$ cat src/rtl/loader_pkg.sv
// -----------------------------------------------------------------------------
// loader_pkg
// Shared definitions for the program loader: the loader state encoding, the
// number of bytes per instruction word and the word-address helper.
// No ports (package).
// -----------------------------------------------------------------------------
package loader_pkg;

    // Loader states: collect length header, stream words, finished, rejected.
    typedef enum logic [1:0] {
        ST_LEN   = 2'd0,
        ST_LOAD  = 2'd1,
        ST_DONE  = 2'd2,
        ST_ERROR = 2'd3
    } state_t;

    localparam int BYTES_PER_WORD = 4;
    localparam int INDEX_W        = 16;

    // Byte address of word 'index' relative to 'base'; wraps modulo 2^32.
    function automatic logic [31:0] word_address(input logic [31:0] base,
                                                 input logic [INDEX_W-1:0] index);
        word_address = base + {14'd0, index, 2'b00};
    endfunction

endpackage

$ cat src/rtl/program_loader_byte_assembler.sv
// -----------------------------------------------------------------------------
// byte_assembler
// Collects big-endian bytes into 32-bit words. The first byte of each group
// of four lands in bits [31:24].
// Ports:
//   clock         : rising-edge clock
//   clear         : synchronous active-high reset
//   accept        : a byte transfers on this edge (in_valid && in_ready)
//   in_data       : the byte being transferred
//   word          : assembled word, valid while word_complete is high
//   word_complete : high in the cycle the fourth byte of a word is accepted
// -----------------------------------------------------------------------------
module byte_assembler
    import loader_pkg::*;
(
    input  logic        clock,
    input  logic        clear,
    input  logic        accept,
    input  logic [7:0]  in_data,
    output logic [31:0] word,
    output logic        word_complete
);

    localparam logic [1:0] LAST_BYTE = 2'(BYTES_PER_WORD - 1);

    logic [23:0] shift_r;
    logic [1:0]  count_r;

    // Byte shift register and byte counter; both move only on a handshake.
    always_ff @(posedge clock) begin
        if (clear) begin
            shift_r <= 24'd0;
            count_r <= 2'd0;
        end else if (accept) begin
            shift_r <= {shift_r[15:0], in_data};
            count_r <= count_r + 2'd1;
        end else begin
            shift_r <= shift_r;
            count_r <= count_r;
        end
    end

    // The fourth byte is still on in_data, so the word is completed combinationally
    // and the consumer can register it on the same edge as the handshake.
    always_comb begin
        word          = {shift_r, in_data};
        word_complete = accept && (count_r == LAST_BYTE);
    end

endmodule

$ cat src/rtl/program_loader.sv
// -----------------------------------------------------------------------------
// program_loader
// Receives a byte stream (4-byte big-endian word count N followed by N
// big-endian instruction words) and writes the words into instruction memory
// starting at BASE_ADDR, holding the CPU in clear until the load completes.
// Parameters:
//   MEM_WORDS : instruction-memory capacity in words (largest accepted N)
//   BASE_ADDR : byte address of the first word (word-aligned)
// Ports:
//   clock, clear            : clock and synchronous active-high reset
//   in_valid, in_data       : byte-stream source
//   in_ready                : loader accepts a byte this cycle
//   imem_write              : one-cycle write strobe
//   imem_address, imem_data : write address / word, held between strobes
//   cpu_clear               : keeps the datapath in clear until DONE
//   done, error             : load finished / header length too large
// -----------------------------------------------------------------------------
module program_loader
    import loader_pkg::*;
#(
    parameter int          MEM_WORDS = 256,
    parameter logic [31:0] BASE_ADDR = 32'h0000_0000
)(
    input  logic        clock,
    input  logic        clear,
    input  logic        in_valid,
    input  logic [7:0]  in_data,
    output logic        in_ready,
    output logic        imem_write,
    output logic [31:0] imem_address,
    output logic [31:0] imem_data,
    output logic        cpu_clear,
    output logic        done,
    output logic        error
);

    state_t               state_r;
    state_t               state_s;
    logic [INDEX_W-1:0]   index_r;
    logic [INDEX_W-1:0]   n_r;
    logic                 imem_write_r;
    logic [31:0]          imem_address_r;
    logic [31:0]          imem_data_r;
    logic                 cpu_clear_r;
    logic                 done_r;
    logic                 error_r;

    logic                 in_ready_s;
    logic                 accept_s;
    logic                 last_written_s;
    logic [31:0]          word_s;
    logic                 word_complete_s;

    byte_assembler u_byte_assembler (
        .clock         (clock),
        .clear         (clear),
        .accept        (accept_s),
        .in_data       (in_data),
        .word          (word_s),
        .word_complete (word_complete_s)
    );

    // The strobe of the final word is in flight: index has already advanced to N.
    // Bytes are refused in this cycle so nothing leaks past the end of the program.
    always_comb begin
        last_written_s = imem_write_r && (index_r == n_r);
    end

    // Ready is combinational so that a clear cycle blocks the handshake immediately.
    always_comb begin
        in_ready_s = 1'b0;
        if (clear) begin
            in_ready_s = 1'b0;
        end else begin
            case (state_r)
                ST_LEN:  in_ready_s = 1'b1;
                ST_LOAD: in_ready_s = !last_written_s;
                default: in_ready_s = 1'b0;
            endcase
        end
        accept_s = in_valid && in_ready_s;
    end

    // Next-state logic.
    always_comb begin
        state_s = state_r;
        case (state_r)
            ST_LEN: begin
                if (word_complete_s) begin
                    if (word_s == 32'd0) begin
                        state_s = ST_DONE;
                    end else if (word_s > 32'(MEM_WORDS)) begin
                        state_s = ST_ERROR;
                    end else begin
                        state_s = ST_LOAD;
                    end
                end else begin
                    state_s = ST_LEN;
                end
            end
            ST_LOAD: begin
                if (last_written_s) begin
                    state_s = ST_DONE;
                end else begin
                    state_s = ST_LOAD;
                end
            end
            ST_DONE:  state_s = ST_DONE;
            ST_ERROR: state_s = ST_ERROR;
            default:  state_s = ST_LEN;
        endcase
    end

    // State, word index, length and write-port registers.
    always_ff @(posedge clock) begin
        if (clear) begin
            state_r        <= ST_LEN;
            index_r        <= 16'd0;
            n_r            <= 16'd0;
            imem_write_r   <= 1'b0;
            imem_address_r <= BASE_ADDR;
            imem_data_r    <= 32'd0;
            cpu_clear_r    <= 1'b1;
            done_r         <= 1'b0;
            error_r        <= 1'b0;
        end else begin
            state_r      <= state_s;
            imem_write_r <= 1'b0;
            if ((state_r == ST_LEN) && word_complete_s) begin
                // Only the low bits matter once the length passed the capacity check.
                n_r     <= word_s[INDEX_W-1:0];
                index_r <= 16'd0;
            end
            if ((state_r == ST_LOAD) && word_complete_s) begin
                imem_write_r   <= 1'b1;
                imem_address_r <= word_address(BASE_ADDR, index_r);
                imem_data_r    <= word_s;
                index_r        <= index_r + 16'd1;
            end
            cpu_clear_r <= (state_s != ST_DONE);
            done_r      <= (state_s == ST_DONE);
            error_r     <= (state_s == ST_ERROR);
        end
    end

    assign in_ready     = in_ready_s;
    assign imem_write   = imem_write_r;
    assign imem_address = imem_address_r;
    assign imem_data    = imem_data_r;
    assign cpu_clear    = cpu_clear_r;
    assign done         = done_r;
    assign error        = error_r;

endmodule

$ cat config.mk
export PLATFORM = sky130hd
export DESIGN_NAME = program_loader
export DESIGN_NICKNAME = d
export VERILOG_FILES = /design/src/rtl/loader_pkg.sv /design/src/rtl/program_loader_byte_assembler.sv /design/src/rtl/program_loader.sv
export SDC_FILE = /design/constraint.sdc
export NUM_CORES = 1
export LEC_CHECK = 0
export BUFFER_PORTS_ARGS = -buffer_cell sky130_fd_sc_hd__buf_4
export CAP_MARGIN = 20
export CORE_MARGIN = 2
export CORE_UTILIZATION = 56
export DETAILED_ROUTE_END_ITERATION = 8
export PLACE_DENSITY = 0.8
export SLEW_MARGIN = 20
export SYNTH_ARGS = -nofsm -noshare
export SYNTH_HDL_FRONTEND = slang
export SYNTH_SLANG_ARGS = --single-unit
$ cat constraint.sdc
create_clock -name clock -period 2.2 [get_ports clock]
set_input_delay 0.11 -clock clock [delete_from_list [all_inputs] [get_ports clock]]
set_output_delay 0.11 -clock clock [all_outputs]
set_load 0.005 [all_outputs]
======== Word-level counts from Yosys, hierarchy flattened ========
Index checks and enable logic that the tools add are counted.
word-level totals
  flip-flop bits (word level) ............. 112
  bits of input ports ..................... 11
  output and inout bits ................... 69
  logic and storage cells ................. 41
operators by class
  add/subtract/negate cells ............... 2
  magnitude comparators ................... 1
  equal/unequal tests ..................... 8
  muxes and demuxes ....................... 10
  reduce and logical (&&, ||, !) cells .... 9
operators with widths
  operator                                                                          number
  32-bit by 9-bit greater-than comparator with 1-bit output, second input constant  1
  32-bit zero test                                                                  1
  16-bit two-way mux                                                                2
  16-bit by 1-bit adder with 16-bit output, second input constant                   1
  16-bit equality test                                                              1
  2-bit equality test, second input constant                                        5
  2-bit two-way mux                                                                 4
  2-bit case mux with 4 select lines                                                1
  1-bit logical AND                                                                 5
  2-bit by 1-bit adder with 2-bit output, second input constant                     1
  2-bit by 1-bit equality test with 1-bit output, second input constant             1
  2-bit zero test                                                                   1
  1-bit two-way mux                                                                 2
  2-bit != test, second input constant                                              1
  1-bit case mux with 2 select lines                                                1
  2-bit nonzero test                                                                1
  1-bit zero test                                                                   1

======== Depth between registers and ports, before layout ========
Gate-level depths: netlist of run 1.
  word-level depth ........................ 10
  depth in mapped cells ................... 10
  gate-level depth less buffers ........... 8

======== Modules after synthesis ========
Synthesis of run 1 repeated with hierarchy kept, for this count alone.
second synthesis, totals
  cell total of the unflattened synthesis .. 556
  area, all modules ....................... 4,662.0 um^2
modules (own cells, without submodules)
  module          times used  cells an instance  area an instance (um^2)  sequential area each (um^2)
  program_loader  1           462                3,638.5                  1,721.7
  byte_assembler  1           94                 1,023.5                  520.5

======== Worst setup path after synthesis of run 1 ========
OpenSTA, ideal clock, no wires.
  path kind ............................... register to register
  from .................................... register index_r[8]
  to ...................................... register index_r[9]
  library setup time ...................... 117 ps
  arrival ................................. 1,800 ps
  data required time ...................... 2,083 ps
  setup slack ............................. 283 ps
  stages on the path, launching flop included .. 11
  buffers on the path ..................... 2
  clock period less this slack ............ 1,917 ps
  cells stage by stage .................... dfxtp_1 > clkbuf_1 > xnor2_1 > nand4_1 > nor3_2 > nand2_4 > nand3_4 > inv_4 > buf_6 > a21o_1 > a22o_1
between the ends
  cells in the longest elaborated chain, start to end .. 9
  elaborated cells between the ends (all ways) .. 12
  classes of those cells .................. add/sub (1); eq/ne (1); mux (3); reduce/logical (7)
ends and longest elaborated chain
  what                                                             RTL line                                      RTL
  start: declaration                                               program_loader.sv:39                          logic [INDEX_W-1:0] index_r;
  start signal: assignment                                         program_loader.sv:138                         index_r <= index_r + 16'd1;
  16-bit equality test                                             program_loader.sv:66                          last_written_s = imem_write_r && (index_r == n_r);
  1-bit logical AND                                                program_loader.sv:66
  1-bit zero test                                                  program_loader.sv:77                          ST_LOAD: in_ready_s = !last_written_s;
  1-bit case mux with 2 select lines                               program_loader.sv:75                          case (state_r)
  1-bit two-way mux                                                program_loader.sv:72                          if (clear) begin
  1-bit logical AND                                                program_loader.sv:81                          accept_s = in_valid && in_ready_s;
  1-bit logical AND                                                program_loader_byte_assembler.sv:47           word_complete = accept && (count_r == LAST_BYTE);
  1-bit logical AND (on tied branches)                             program_loader.sv:134, program_loader.sv:129
  16-bit two-way mux / 2-bit nonzero test (equally long branches)  -
Parallel ways exist; a longest one is shown, timed or not.
A chain may end at the register's enable or synchronous reset.

======== Final worst setup path of run 1 ========
  from .................................... register index_r[10]
  to ...................................... output port in_ready
between the ends
  cells in the longest elaborated chain, start to end .. 5
ends and longest elaborated chain
  what                                RTL line              RTL
  16-bit equality test                program_loader.sv:66
  1-bit logical AND                   program_loader.sv:66
  1-bit zero test                     program_loader.sv:77
  1-bit case mux with 2 select lines  program_loader.sv:75
  1-bit two-way mux                   program_loader.sv:72
  end: declaration                    program_loader.sv:28  output logic in_ready,
No other way between the ends.

==> results.json, run 1 <==
{
  "grt_start_max_net_pins": 74,
  "first_global_vias": 3520,
  "synth-edff-count": 0,
  "clockBufferDepth": 2,
  "diodes": 0,
  "critPathKind": "flop to output port",
  "ys_warn_count": 0,
  "rr_endpoint": "imem_data[7]$_SDFFE_PP0P_",
  "layout_common_cells": "106 x nand2_1, 103 x dfxtp_1, 83 x buf_4",
  "drtIter0Drc": 169,
  "setup_slack_ps": 127,
  "num_rows": 33,
  "vias": 3806,
  "path_max_fanout": 6,
  "critPathArrivalTime_ps": 1960,
  "worst_pin_slew_ps": 774,
  "setup_viol": 0,
  "p_leak_uw": 0.00213,
  "rsz0062_at_grt": "true",
  "rr_startpoint": "state_r[1]$_SDFF_PP0_",
  "slew_viol_final": 0,
  "core_um2": 8130,
  "cts_made_buffers": 9,
  "die_h_um": 95.4,
  "synth-seq-cells": 112,
  "required_ps": 2090,
  "cts_tree": "done",
  "grtUsageTotal": 0.246,
  "tritoncts_num_sinks": 112,
  "die_w_um": 95.4,
  "initial_core_util": 0.575,
  "synth_top_area_share": 0.480,
  "layout.nets": 612,
  "port_buffers": 63,
  "start_kind": "flop",
  "clk_latency_ps": 370,
  "clk_pin_slew_worst_paths_ps": 100,
  "drc": 0,
  "overflow": 0,
  "totalWireLength_um": 10700,
  "crit_end": "in_ready",
  "root_buffer": "clkbuf_8",
  "min_from": "clear",
  "drive_gt1_frac": 0.192,
  "fmax_ghz": 0.482,
  "status": "complete, no violations",
  "hold_depth": 3,
  "synthCells": 529,
  "startpoint": "index_r[10]$_SDFFE_PP0P_",
  "reg2reg_depth": 7,
  "worstHoldPathType": "primary input to flop",
  "syn_area_um2": 4680,
  "place_hpwl_um": 7470,
  "synthTopCellsByArea": "dfxtp_1 48%, mux2i_1 10%, nand2_1 8.5%, nor2_1 4.7%, buf_4 3.2%",
  "area_growth_pct": 19.8,
  "r2r_setup_slack_ps": 200,
  "htree_levels": 3,
  "dpl-instance-area_um2": 5280,
  "slew_headroom": 0.484,
  "grt_pass1_wl_um": 17300,
  "layout_commonest_cell": "nand2_1",
  "synth_area_per_cell_um2": 8.84,
  "routabilityCongestion": 0.917,
  "top_level_ports": 80,
  "hold_viol": 0,
  "yosysTopAreaCell": "dfxtp_1",
  "final_util": 0.689,
  "synth_ff_type": "dfxtp_1",
  "postCtsSetupRepairBufs": 0,
  "wl_per_cell_um": 15.1,
  "power-per-cell-area_nw_per_um2": 644,
  "ys_async_sr_fraction": 0,
  "skew_ps": 6.96,
  "die_area_um2": 9100,
  "ys_types": 48,
  "routed_via_density": 5.37,
  "dr.pass1.iters": 4,
  "worst_ir_drop_vdd_uv": 476,
  "critPathCaptureType": "output port",
  "timing.final.crit_share": 0.942,
  "cap_violations": 0,
  "antenna_left": 0,
  "fin_area_um2": 5600,
  "antenna_found_initial": 0,
  "post-place-ws_ps": 132,
  "ys_seq_area_frac": 0.480,
  "min_period_ps": 2070
}
-- worst min-delay path by stage --
stage	endpoint	slack, ps
floorplan	u_byte_assembler.shift_r[0]$_SDFFE_PP0P_	220
global placement	u_byte_assembler.shift_r[3]$_SDFFE_PP0P_	350
detailed placement	u_byte_assembler.shift_r[7]$_SDFFE_PP0P_	350
CTS	index_r[7]$_SDFFE_PP0P_	260
global route	index_r[7]$_SDFFE_PP0P_	290
finish	index_r[7]$_SDFFE_PP0P_	270
-- worst max-delay path, cell delays in order, from the launching register on --
cell and delay, ps:
dfxtp_1 460, xnor2_1 150, nand4_1 210, nor3_1 210
buf_4 160, and3_1 170, nor3_1 60, buf_4 180
-- synthesized netlist by cell type, types with 2 or more instances --
master    number
buf_2          7
nor3_1         8
and4_1         3
ha_1           2
mux2i_1       48
nand4_1        5
o211ai_1       2
o311ai_0       5
nand2_1      106
a221o_1        2
xnor2_1       13
o32ai_1        2
o21a_1         2
and2_1         3
and3_1         4
xor2_1         6
nor2_1        59
a31oi_1        2
a311o_1        2
a22o_1         3
o21ai_0       30
dfxtp_1      112
a21oi_1       19
nor4_1         9
inv_1          3
nand3_1        8
nand2b_1       2
clkbuf_1      22
buf_4         20
a21o_1         2
-- report_power, final --
group	switching (µW)	leakage, µW	total (µW)	internal [µW]
Combinational	106	0.00112	171	65.3
Clock	699	0.000106	1350	656
Sequential	31.8	0.000910	2080	2050
Total	836	0.00213	3610	2770
-- cells by family (layout without fill, tap and decap cells) --
kind of cell | after synthesis | after routing | synth area share
DFF | 112 | 112 | 0.480
xor gates and xnor gates | 20 | 20 | 0.0391
other | 1 | 16 | 0.000802
adders and majority gates | 3 | 3 | 0.00749
muxes | 48 | 48 | 0.103
AOI/OAI and AO/OA | 77 | 77 | 0.104
buffers and inverters | 54 | 114 | 0.0634
and+or+nand+nor | 214 | 214 | 0.203
-- routing by layer --
| metal | track usage | routed length, µm | vias to the layer above |
|---|---|---|---|
| met5 | 0 | 0 | - |
| met2 | 0.415 | 5260 | 104 |
| met3 | 0.0522 | 554 | 17 |
| met4 | 0.0857 | 187 | 0 |
| li1 | - | - | 1911 |
| met1 | 0.311 | 4720 | 1774 |
-- state kept, by name, indices dropped and copies added, names as in the netlist --
| register | flops |
|---|---|
| state_r | 2 |
| imem_address | 16 |
| n_r | 16 |
| u_byte_assembler.shift_r | 24 |
| imem_data | 32 |
| done | 1 |
| imem_write | 1 |
| cpu_clear | 1 |
| error | 1 |
| u_byte_assembler.count_r | 2 |
| index_r | 16 |
-- stage by stage --
step / TNS (ps) / hold slack (ps) / power (µW) / std cells
finish: 0 / 273 / 3610 / 709
global route: -3.20 / 285 / 3740 / 709
detailed placement: 0 / 353 / 2290 / 685
CTS: 0 / 258 / 3620 / 709
global placement: 0 / 347 / 2280 / 685
floorplan: 0 / 219 / 2240 / 544
-- final cells by class --
| cell class | instances | area [µm²] |
|---|---|---|
| fill | 631 | 2530 |
| sequential | 112 | 2250 |
| multi-input combinational | 378 | 2210 |
| timing repair buffer | 94 | 763 |
| clock buffer | 11 | 131 |
| tap | 105 | 131 |
| clock inverter | 5 | 87.6 |
| inverter | 4 | 20.0 |
-- what timing repair did --
action                                 in CTS  in global routing
endpoints found under the hold margin       9                  0
resized for setup                           0                 11
setup endpoints to repair                   0                 44
hold buffers                                8                  0
(Power assumes the default switching activity.)
==> run 2, diff against run 1 <==
PLACE_DENSITY = 0.76   (was 0.8)
==> run 2 against run 1 <==
First-iteration DRC count decreased by 0.59%. Utilization decreased by 0.28 points. Clock-buffer cell count decreased by 1. Global-route usage increased by 0.79 points. Clock skew increased by 0.91 ps. Sequential power about the same. Cell count unchanged. Highest routed layer unchanged.
==> results.json, run 2 (synthesized netlist as in run 1, its figures left out) <==
{
  "critPathArrivalTime_ps": 1960,
  "top_level_ports": 80,
  "die_w_um": 95.4,
  "totalNegativeSetupSlack_ps": 0,
  "first_global_vias": 3572,
  "combPwrFrac": 0.048,
  "power.share.sequential": 0.592,
  "slew_headroom": 0.501,
  "rr_endpoint": "index_r[8]$_SDFFE_PP0P_",
  "setup_slack_ps": 125,
  "port_buffers": 63,
  "critPathKind": "flop to output port",
  "fmax_ghz": 0.482,
  "cts_tree": "done",
  "timing.final.crit_share": 0.943,
  "clk_pin_slew_worst_paths_ps": 100,
  "power-per-cell-area_nw_per_um2": 630,
  "diodes": 0,
  "hold_viol": 0,
  "place_hpwl_um": 7560,
  "routabilityCongestion": 0.992,
  "clockBufferDepth": 2,
  "rsz0062_at_grt": "true",
  "min_period_ps": 2070,
  "post-place-ws_ps": 70.9,
  "intPower_uw": 2660,
  "grtUsageTotal": 0.254,
  "instances_no_fill": 709,
  "required_ps": 2090,
  "crit_path_max_incr_delay_ps": 460,
  "num_rows": 33,
  "antenna_found_initial": 0,
  "totalWireLength_um": 10700,
  "slowest_stage": "dfxtp_1",
  "worst_ir_drop_vdd_uv": 438,
  "layout.nets": 612,
  "die_area_um2": 9100,
  "critPathCaptureType": "output port",
  "dp.cells": 683,
  "slew_viol_final": 0,
  "grt_pass1_wl_um": 17800,
  "swShare": 0.244,
  "crit_end": "in_ready",
  "tritoncts_num_sinks": 112,
  "r2r_setup_slack_ps": 130,
  "holdWs_ps": 53.2,
  "die_h_um": 95.4,
  "layout_common_cells": "106 x nand2_1, 106 x dfxtp_1, 83 x buf_4",
  "skew_ps": 7.87,
  "p_leak_uw": 0.00213,
  "setup_viol": 0,
  "start_kind": "flop",
  "cap_violations": 0,
  "wl_per_cell_um": 15.2,
  "area_growth_pct": 19.3,
  "antenna_left": 0,
  "rr_startpoint": "index_r[10]$_SDFFE_PP0P_",
  "worstHoldPathType": "primary input to flop",
  "cts_made_buffers": 9,
  "path_max_fanout": 6,
  "core_um2": 8130,
  "reg2reg_depth": 9,
  "drc": 0,
  "fin_area_um2": 5580,
  "clk_latency_ps": 380,
  "power.switching_uw": 857,
  "p_clk_frac": 0.360,
  "largest_register_ffs": 32,
  "status": "complete, no violations",
  "root_buffer": "clkbuf_8",
  "drive_gt1_frac": 0.189,
  "routed_via_density": 5.43,
  "worst_pin_slew_ps": 748,
  "dpl-instance-area_um2": 5270,
  "overflow": 0,
  "grt_start_max_net_pins": 74,
  "initial_core_util": 0.575,
  "htree_levels": 3,
  "crit_chain": "xnor2_1 > nand4_1 > nor3_1 > buf_4 > and3_1 > nor3_1 > buf_4",
  "vias": 3851,
  "startpoint": "index_r[10]$_SDFFE_PP0P_",
  "drtIter0Drc": 168,
  "dr.pass1.iters": 4
}
-- run 2: cell types whose count changed in the layout (fill, tap and decap cells not counted), moves of 2 or more --
cell	before	now
dfxtp_1	103	106
dfxtp_4	0	2
clkinv_4	0	3
dfxtp_2	9	4
-- run 2: how the worst min path moves through the flow --
stage                     cells after the start  slack, ps                                       end       start
after CTS                                     2         50                  index_r[14]$_SDFFE_PP0P_       clear
after detailed placement                      3        350  u_byte_assembler.shift_r[4]$_SDFFE_PP0P_  in_data[4]
after floorplan                               2        220  u_byte_assembler.shift_r[0]$_SDFFE_PP0P_  in_data[0]
after global placement                        3        350  u_byte_assembler.shift_r[4]$_SDFFE_PP0P_  in_data[4]
after global routing                          2         70                  index_r[14]$_SDFFE_PP0P_       clear
final                                         2         50                  index_r[14]$_SDFFE_PP0P_       clear
-- run 2: power by group through the flow --
stage,clock (µW),combinational [µW],sequential (µW)
floorplan,0,119,2120
global placement,0,152,2130
detailed placement,0,156,2130
CTS,1290,169,2080
global route,1370,191,2090
finish,1270,169,2080
-- run 2: final cells by class --
type,count,area (µm²)
fill,668,2550
sequential,112,2250
multi-input combinational,378,2210
timing repair buffer,94,763
tap,105,131
clock buffer,10,128
clock inverter,6,76.3
inverter,4,17.5
-- run 2: stage by stage --
step                utilization  power [µW]
finish                    0.686        3520
global route              0.686        3650
CTS                       0.686        3540
detailed placement        0.648        2290
global placement          0.648        2280
floorplan                     -        2240
-- run 2: critical path: cells and delay by family, from the launching register on --
kind / cells / cell delay (ps)
and+or+nand+nor: 4 / 590
DFF: 1 / 460
buffers and inverters: 2 / 340
xor gates and xnor gates: 1 / 200
-- run 2: timing repair --
item | in CTS | in global routing
pin swaps | 2 | 2
resized for setup | 7 | 1
buffers inserted | 2 | 0
hold buffers | 8 | 0
endpoints found under the hold margin | 15 | 0
endpoints found under the setup margin | 1 | 60
-- run 2: layer usage --
metal	vias to the layer above	routed length [µm]	GRT usage
met5	-	0	0
met4	0	122	0.0833
met3	10	519	0.0593
met2	98	5320	0.406
met1	1842	4780	0.339
li1	1901	-	-
==> run 3, diff against run 2 <==
CORE_UTILIZATION = 58   (was 56)
CTS_BUF_LIST = sky130_fd_sc_hd__clkbuf_2 sky130_fd_sc_hd__clkbuf_4 sky130_fd_sc_hd__clkbuf_8   (was default)
PLACE_DENSITY = 0.82   (was 0.76)
==> run 3 against run 2 <==
Sequential power hardly changed. Register-to-register slack improved by 70 ps. Power decreased by 2.9%. Combinational power about the same. Global-route usage increased by 0.48 points. Clock power shrank 9%. Flip-flop and latch count unchanged. Die area is 3.3% lower. Clock skew grew 4.8 ps. Wire length grew 2.8%. Critical endpoint unchanged. Largest cell class unchanged.
==> results.json, run 3 (synthesized netlist as in run 1, its figures left out) <==
{
  "p_leak_uw": 0.00214,
  "die_w_um": 93.8,
  "fmax_ghz": 0.481,
  "critPathCaptureType": "output port",
  "min_period_ps": 2080,
  "crit_top_cell": "buf_4",
  "min_from": "in_data[2]",
  "clk_pin_slew_worst_paths_ps": 110,
  "drtIter0Drc": 206,
  "layout.nets": 615,
  "clk_latency_ps": 370,
  "root_buffer": "clkbuf_8",
  "drc": 0,
  "place_hpwl_um": 7860,
  "layout_common_cells": "106 x nand2_1, 104 x dfxtp_1, 87 x buf_4",
  "timing.final.crit_share": 0.945,
  "slowest_stage": "dfxtp_1",
  "totalNegativeSetupSlack_ps": 0,
  "final_util": 0.720,
  "htree_levels": 3,
  "cts_tree": "done",
  "first_global_vias": 3633,
  "layout_commonest_cell": "nand2_1",
  "initial_core_util": 0.602,
  "worstHoldPathType": "primary input to flop",
  "routed_via_density": 5.52,
  "port_buffers": 63,
  "grt_pass1_wl_um": 18000,
  "crit_buf_inv": 2,
  "grt_start_max_net_pins": 78,
  "worst_pin_slew_ps": 791,
  "slew_viol_final": 0,
  "rr_startpoint": "n_r[13]$_SDFFE_PP0P_",
  "slew_headroom": 0.473,
  "hold_viol": 0,
  "skew_ps": 12.7,
  "crit_path_max_incr_delay_ps": 410,
  "highest_layer": "met4",
  "grtUsageTotal": 0.258,
  "start_kind": "flop",
  "wl_per_cell_um": 15.6,
  "rr_endpoint": "u_byte_assembler.count_r[0]$_SDFFE_PP0P_",
  "setup_viol": 0,
  "overflow": 0,
  "worst_ir_drop_vdd_uv": 358,
  "top_level_ports": 80,
  "tritoncts_num_sinks": 112,
  "drive_gt1_frac": 0.203,
  "totalWireLength_um": 11000,
  "route.met2.wl_um": 5660,
  "critPathArrivalTime_ps": 1970,
  "power-per-cell-area_nw_per_um2": 610,
  "dpl-instance-area_um2": 5300,
  "path_max_fanout": 4,
  "diodes": 0,
  "r2r_setup_slack_ps": 200,
  "antenna_left": 0,
  "dr_wl_met3_um": 575,
  "fin_area_um2": 5600,
  "min_to": "n_r[2]$_SDFFE_PP0P_",
  "cts_made_buffers": 9,
  "critPathTopFamily": "simple AND/OR/NAND/NOR gates",
  "rsz0062_at_grt": "false",
  "largest_register_ffs": 32,
  "status": "complete, no violations",
  "antenna_found_initial": 0,
  "met1_length_um": 4690,
  "critPathKind": "flop to output port",
  "vias": 3917,
  "hold_depth": 3,
  "crit_chain": "xnor2_2 > nand4_1 > nor4_4 > buf_4 > and3_1 > nor3_1 > buf_4",
  "required_ps": 2090,
  "area_growth_pct": 19.7,
  "die_area_um2": 8800,
  "num_rows": 32,
  "reg2reg_depth": 9,
  "routabilityCongestion": 0.907,
  "cap_violations": 0,
  "core_um2": 7770,
  "dr.pass1.iters": 5,
  "die_h_um": 93.8,
  "clockBufferDepth": 2
}
## run 3: tightest hold or removal path, delay by kind of cell
kind	cells	cell delay, ps
compound gates	1	50
buf+inv	1	130
simple gates	1	50
## run 3: cell type report
class | instances | area, µm²
Sequential cell | 112 | 2250
Multi-Input combinational cell | 378 | 2230
Fill cell | 616 | 2170
Timing Repair Buffer | 97 | 783
Clock buffer | 10 | 131
Tap cell | 102 | 128
Clock inverter | 6 | 51.3
Inverter | 4 | 20.0
## run 3: worst max path at each step
stage,end,cells past startpoint,startpoint
3_5_place_dp,imem_address[15]$_SDFFE_PP0P_,9,index_r[2]$_SDFFE_PP0P_
2_1_floorplan,index_r[9]$_SDFFE_PP0P_,10,index_r[8]$_SDFFE_PP0P_
3_3_place_gp,index_r[15]$_SDFFE_PP0P_,9,index_r[2]$_SDFFE_PP0P_
6_report,in_ready,7,n_r[13]$_SDFFE_PP0P_
4_1_cts,in_ready,7,index_r[13]$_SDFFE_PP0P_
5_1_grt,in_ready,7,index_r[14]$_SDFFE_PP0P_
## run 3: routing by layer
| layer | global-route usage | vias up |
|---|---|---|
| met4 | 0.0797 | 0 |
| met1 | 0.335 | 1865 |
| met5 | 0 | - |
| li1 | - | 1913 |
| met2 | 0.447 | 127 |
| met3 | 0.0345 | 12 |
## run 3: where the power goes
part           total (µW)  internal, µW  leakage, µW  switching, µW
Combinational         169          65.3      0.00114            104
Sequential           2080          2050     0.000909           33.6
Clock                1160           444    0.0000966            714
Total                3410          2560      0.00214            852
## run 3: what timing repair did
action,4_1_cts,5_1_grt
hold buffers,7,0
resized for setup,0,13
buffers inserted,0,1
endpoints found under the setup margin,0,35
hold endpoints to repair,7,0
## run 3: metrics by stage
| step | worst slack (ps) | std cells | power (µW) | hold WS [ps] |
|---|---|---|---|---|
| 2_1_floorplan | 283 | 544 | 2240 | 219 |
| 3_3_place_gp | 143 | 685 | 2280 | 338 |
| 3_5_place_dp | 124 | 685 | 2290 | 348 |
| 4_1_cts | 40.9 | 708 | 3430 | 2.27 |
| 5_1_grt | 12.3 | 709 | 3520 | 5.49 |
| 6_report | 122 | 709 | 3410 | 10.7 |
